## src/rtl/pp_dio_pkg.sv

```systemverilog
// Shared types and sizing helpers for the DIO sequencer.
// PPDIO_MASK_EN widens each queue entry to carry a per-channel mask.
package pp_dio_pkg;

  typedef enum logic {
    IDLE,
    RUN
  } state_t;

  function automatic int unsigned entry_w(input int unsigned ch, input int unsigned hold_w);
`ifdef PPDIO_MASK_EN
    return ch + hold_w + ch;
`else
    return ch + hold_w;
`endif
  endfunction

  function automatic int unsigned level_w(input int unsigned depth);
    return $clog2(depth + 1);
  endfunction

endpackage

```

## src/rtl/pp_dio_fifo.sv

```systemverilog
// Single-clock FIFO with synchronous clear and occupancy output.
// The head entry is read combinationally so a pop can load it at the same edge.
module pp_dio_fifo
  import pp_dio_pkg::*;
#(
  parameter int unsigned W     = 8,
  parameter int unsigned DEPTH = 16
) (
  input  logic                        clk,
  input  logic                        rst_n,
  input  logic                        clear,
  input  logic                        push,
  input  logic [W-1:0]                din,
  input  logic                        pop,
  output logic [W-1:0]                dout,
  output logic [level_w(DEPTH)-1:0]   level
);

  localparam int unsigned PW = $clog2(DEPTH);

  logic [W-1:0]  mem [DEPTH];
  logic [PW-1:0] wr_ptr;
  logic [PW-1:0] rd_ptr;

  assign dout = mem[rd_ptr];

  always_ff @(posedge clk) begin
    if (push && !clear) mem[wr_ptr] <= din;
  end

  always_ff @(posedge clk or negedge rst_n) begin
    if (!rst_n) begin
      wr_ptr <= '0;
      rd_ptr <= '0;
      level  <= '0;
    end else if (clear) begin
      wr_ptr <= '0;
      rd_ptr <= '0;
      level  <= '0;
    end else begin
      if (push) wr_ptr <= wr_ptr + 1'b1;
      if (pop)  rd_ptr <= rd_ptr + 1'b1;
      case ({push, pop})
        2'b10:   level <= level + 1'b1;
        2'b01:   level <= level - 1'b1;
        default: level <= level;
      endcase
    end
  end

endmodule

```

## src/rtl/pp_dio_sequencer.sv

```systemverilog
// Queue-fed multi-channel digital-output sequencer with cycle-exact holds.
// Define PPDIO_MASK_EN to add the per-event channel write mask.
module pp_dio_sequencer
  import pp_dio_pkg::*;
#(
  parameter int unsigned   CH       = 8,
  parameter int unsigned   DEPTH    = 16,
  parameter int unsigned   HOLD_W   = 16,
  parameter logic [CH-1:0] IDLE_VAL = '0
) (
  input  logic                        wClk_i,
  input  logic                        wReset_i,
  input  logic                        wEvtValid_i,
  output logic                        wEvtReady_o,
  input  logic [CH-1:0]               wEvtValue_i,
`ifdef PPDIO_MASK_EN
  input  logic [CH-1:0]               wEvtMask_i,
`endif
  input  logic [HOLD_W-1:0]           wEvtHold_i,
  input  logic                        wStart_i,
  input  logic                        wAbort_i,
  output logic [CH-1:0]               rDO_o,
  output logic                        wBusy_o,
  output logic [level_w(DEPTH)-1:0]   wLevel_o,
  output logic                        rDone_o
);

  localparam int unsigned EW = entry_w(CH, HOLD_W);
  localparam int unsigned LW = level_w(DEPTH);

  state_t            state, state_next;
  logic [HOLD_W-1:0] cnt;
  logic [EW-1:0]     push_data;
  logic [EW-1:0]     head;
  logic              push;
  logic              load;
  logic              done_set;
  logic [HOLD_W-1:0] head_hold;
  logic [CH-1:0]     head_val;
  logic [CH-1:0]     do_next;

  assign wEvtReady_o = (wLevel_o < LW'(DEPTH)) && !wAbort_i;
  assign push        = wEvtValid_i && wEvtReady_o;
  assign wBusy_o     = (state == RUN);

`ifdef PPDIO_MASK_EN
  logic [CH-1:0] head_mask;
  assign push_data = {wEvtMask_i, wEvtValue_i, wEvtHold_i};
  assign head_mask = head[HOLD_W+CH +: CH];
  assign do_next   = (rDO_o & ~head_mask) | (head_val & head_mask);
`else
  assign push_data = {wEvtValue_i, wEvtHold_i};
  assign do_next   = head_val;
`endif

  assign head_hold = head[HOLD_W-1:0];
  assign head_val  = head[HOLD_W +: CH];

  pp_dio_fifo #(
    .W     (EW),
    .DEPTH (DEPTH)
  ) u_fifo (
    .clk   (wClk_i),
    .rst_n (wReset_i),
    .clear (wAbort_i),
    .push  (push),
    .din   (push_data),
    .pop   (load),
    .dout  (head),
    .level (wLevel_o)
  );

  always_ff @(posedge wClk_i or negedge wReset_i) begin
    if (!wReset_i) state <= IDLE;
    else           state <= state_next;
  end

  always_comb begin
    state_next = state;
    load       = 1'b0;
    done_set   = 1'b0;
    if (wAbort_i) begin
      state_next = IDLE;
    end else begin
      case (state)
        IDLE: begin
          if (wStart_i && (wLevel_o != '0)) begin
            load       = 1'b1;
            state_next = RUN;
          end
        end
        RUN: begin
          if (cnt == '0) begin
            if (wLevel_o != '0) begin
              load = 1'b1;
            end else begin
              state_next = IDLE;
              done_set   = 1'b1;
            end
          end
        end
        default: state_next = IDLE;
      endcase
    end
  end

  // Hold 0 and 1 both load cnt=0, so every event lasts max(hold,1) cycles.
  always_ff @(posedge wClk_i or negedge wReset_i) begin
    if (!wReset_i) begin
      cnt     <= '0;
      rDO_o   <= IDLE_VAL;
      rDone_o <= 1'b0;
    end else begin
      rDone_o <= done_set;
      if (wAbort_i) begin
        cnt   <= '0;
        rDO_o <= IDLE_VAL;
      end else if (load) begin
        cnt   <= (head_hold == '0) ? '0 : head_hold - HOLD_W'(1);
        rDO_o <= do_next;
      end else if (state == RUN && cnt != '0) begin
        cnt <= cnt - HOLD_W'(1);
      end
    end
  end

endmodule

```

## config.mk

```make
export PLATFORM = sky130hd
export DESIGN_NAME = pp_dio_sequencer
export DESIGN_NICKNAME = d
export VERILOG_FILES = /design/src/rtl/pp_dio_pkg.sv /design/src/rtl/pp_dio_fifo.sv /design/src/rtl/pp_dio_sequencer.sv
export SDC_FILE = /design/constraint.sdc
export NUM_CORES = 1
export LEC_CHECK = 0
export ABC_AREA = 1
export ABC_CLOCK_PERIOD_IN_PS = 3700
export BUFFER_PORTS_ARGS = -buffer_cell sky130_fd_sc_hd__buf_2
export CORE_MARGIN = 3
export CORE_UTILIZATION = 67
export DETAILED_ROUTE_END_ITERATION = 8
export GPL_TIMING_DRIVEN = 1
export HOLD_SLACK_MARGIN = 0.05
export PLACE_DENSITY = 0.88
export SLEW_MARGIN = 10
export SYNTH_ARGS = -nofsm -noshare
export SYNTH_HDL_FRONTEND = slang
export SYNTH_SLANG_ARGS = --single-unit
export TNS_END_PERCENT = 5
```

## constraint.sdc

```tcl
create_clock -name wClk_i -period 3.7 [get_ports wClk_i]
set_input_delay 0.74 -clock wClk_i [delete_from_list [all_inputs] [get_ports wClk_i]]
set_output_delay 0.74 -clock wClk_i [all_outputs]
set_load 0.005 [all_outputs]
```

==> run metrics <==
outcome completed; setup_tns 0 ps; Distinct cells, synth 42; GRT overflow 0; DR vias 13.0k; Yosys warnings 0; Iter 0 DRT Violations about 2.1k; num rows a little under 60; met2 routed WL 21900 um; Max-Slew Margin vs Limit between 20 and 30%; final wirelength approximately 46000 um; Crit Path Class flop to flop; switching power 4.29 mW; Primary FF master, synth edfxtp_1; clock slew at reported path FFs ~60 ps; Post-CTS Setup Bufs 0; core area 26300 um2; PostCTS Resize Cnt 0; Worst path slowest cell dfrtp_4; startpoint types flop; fin. max-slew vios 0; Avg Vias per Cell between 6 and 7; initial antenna violation count 0; clk root buf clkbuf_16; # DRC 0; Yosys top cell by area edfxtp_1; DRT met1 WL approximately 16000 um; CTS Buf Count a little over 40; TritonCTS clock tree yes; port bufs 44; Post-Syn Area ~18000 um2; Reg power frac between 40% and 50%; Comb pwr share between 20% and 30%; share of cells above drive strength 1 10.2%; fmax 304 MHz; Die H approximately 170 um; routed length per instance approximately 22 um; Cells after Synth roughly 1.7k; Final Skew around 32 ps; PwrDens ~650 nW/um2; Starting Density about 70%; fin nets around 1.7k; met3 wire len slightly below 6000 um; RSZ-0062 raised after global routing no; ant diodes 0; Least-Margin Pin Slew roughly 1100 ps; clk buf depth 3; Max stage delay on crit path approximately 630 ps; Post-synth EDFFs 384; chip width ~170 um; Area growth, synth to finish 10.3%; Synth top cells by count nand2_1 (489), edfxtp_1 (384), nor2_1 (206); vias in the first global route 12.8k; max-cap violations 0; fin crit period ~3300 ps; clock network power share between 30 and 40%; sw frac between 30 and 40%; fraction of registers with async set/reset a little over 9%; Worst EP required roughly 4200 ps; Pre-Repair DR Iteration Count 7; synthesized net count approximately 1.7k; io pins 45; placed inst area between 15000 and 20000 um2; Final ANT Viol Nets 0; crit path capture type flop; Placer Congestion 0.901; Pwr Total roughly 13 mW; GR Util All Layers about a third; flops & latches, synth about 420; largest net degree at the start of global routing 75; final hold vios 0; CTS H-tree lvls 2; placed cells about 2k; Final WS setup 415 ps; Int Pwr ~8.6 mW; Place WS slightly below 500 ps; most frequent cell after synthesis nand2_1; syn avg cell area about 11 um2; Seq/Total Area, Yosys around 70%; post-DP HPWL around 25000 um; top routing layer in use met4; share of the synthesized area in the top cell type 63.7%; Clk Latency, worst-skew pair between 500 and 600 ps; hold_buf cts 0; crit share post-route 88.8%; CP arrival 3740 ps; first-pass GRT wire length slightly above 70000 um; Top cell by count, worst path nand2_1; Finished Layout Cells 2066; clock sinks about 420; Die Area 29000 um2; ranking of synthesized cells by area edfxtp_1 (64%), nand2_1 (10%), dfrtp_1 (5.4%); Final setup viols 0; critical path cell sequence inv_4 -> buf_4 -> nand2_1 -> nand3_1 -> nand2_1 -> nor2_1 -> nand2_1 -> nand2_1 -> nor2_1 -> nand2_2 -> inv_2 -> nand3_1 -> nand2_2 -> inv_2 -> nand2_1 -> a21oi_1; Leak 7.67 nW; VDD IR max 0.798 mV; worst hold path class input port to asynchronous set/reset pin; CP Max Fanout 57; final instance area between 15000 and 20000 um2
## cell usage in the layout, fill, tap and decap left out, drive strengths merged, types with 13 or more instances in the layout
cell and n:
clkbuf 57, nand2 496, a21oi 75, nor2 214, inv 87, o21ai 79, buf 82, edfxtp 384
clkinv 15, nand3 107, dfrtp 39, xor2 13
## cell families (layout without fill, tap and decap cells)
group,Yosys count,in the layout,synth area share (%)
XOR/XNOR,17,17,0.823
flip-flops,423,423,69.1
buffers and inverters,163,244,4.40
AO/OA/AOI/OAI,196,196,6.07
adder cells (fa/ha/maj),10,10,0.692
AND/OR/NAND/NOR,841,841,18.9
## worst max-delay path: cells and delay by family, from the launching register on
family                 cells  cell delay (ps)
AOI/OAI and AO/OA          1              150
DFF                        1              630
buffers and inverters      4             1150
and+or+nand+nor           11             1210
## flip-flops by register name (all words and copies together), names as in the netlist
name and count:
u_fifo.mem 384, cnt 16, rDO_o 8, u_fifo.level 5, u_fifo.rd_ptr 4, u_fifo.wr_ptr 4, rDone_o 1, wBusy_o 1
## power by group through the flow
stage	clock network (mW)	registers, mW	logic (mW)
floorplan	0	5.65	2.48
global placement	0	5.72	3.08
detailed placement	0	5.74	3.19
CTS	3.92	5.65	3.25
global route	4.13	5.67	3.69
finish	3.92	5.65	3.32
## path summary, 6_finish.rpt
| path | start | end | slack [ps] | cells past startpoint |
|---|---|---|---|---|
| worst max-delay path | u_fifo.rd_ptr[0] | cnt[0] | 420 | 16 |
| worst min-delay path | wReset_i | u_fifo.rd_ptr[1] | 390 | 1 |
| worst max register to register | u_fifo.rd_ptr[0] | cnt[0] | 420 | 16 |
| worst min register to register | cnt[15] | cnt[15] | 490 | 2 |
| max in group asynchronous | wReset_i | u_fifo.rd_ptr[0] | 2560 | 1 |
| min in group wClk_i | wAbort_i | rDone_o | 460 | 2 |
## stage by stage
stage	util, %	hold slack, ps
global route	75.9	442
floorplan	-	444
finish	75.9	387
detailed placement	71.2	460
global placement	71.2	456
CTS	75.9	408
## routing by layer
metal  GRT usage, %  up-vias
li1               -     5733
met1           41.4     6066
met2           51.6     1047
met3           8.50      196
met4           15.0        0
met5              0        -
## cell type report
class	count	area (um2)
Sequential cell	423	12500
Tap cell	335	419
Clock inverter	18	160
Inverter	87	334
Fill cell	1512	6320
Clock buffer	57	1090
Multi-Input combinational cell	1064	4890
Timing Repair Buffer	82	556
Power figures use the tool's default switching activity.
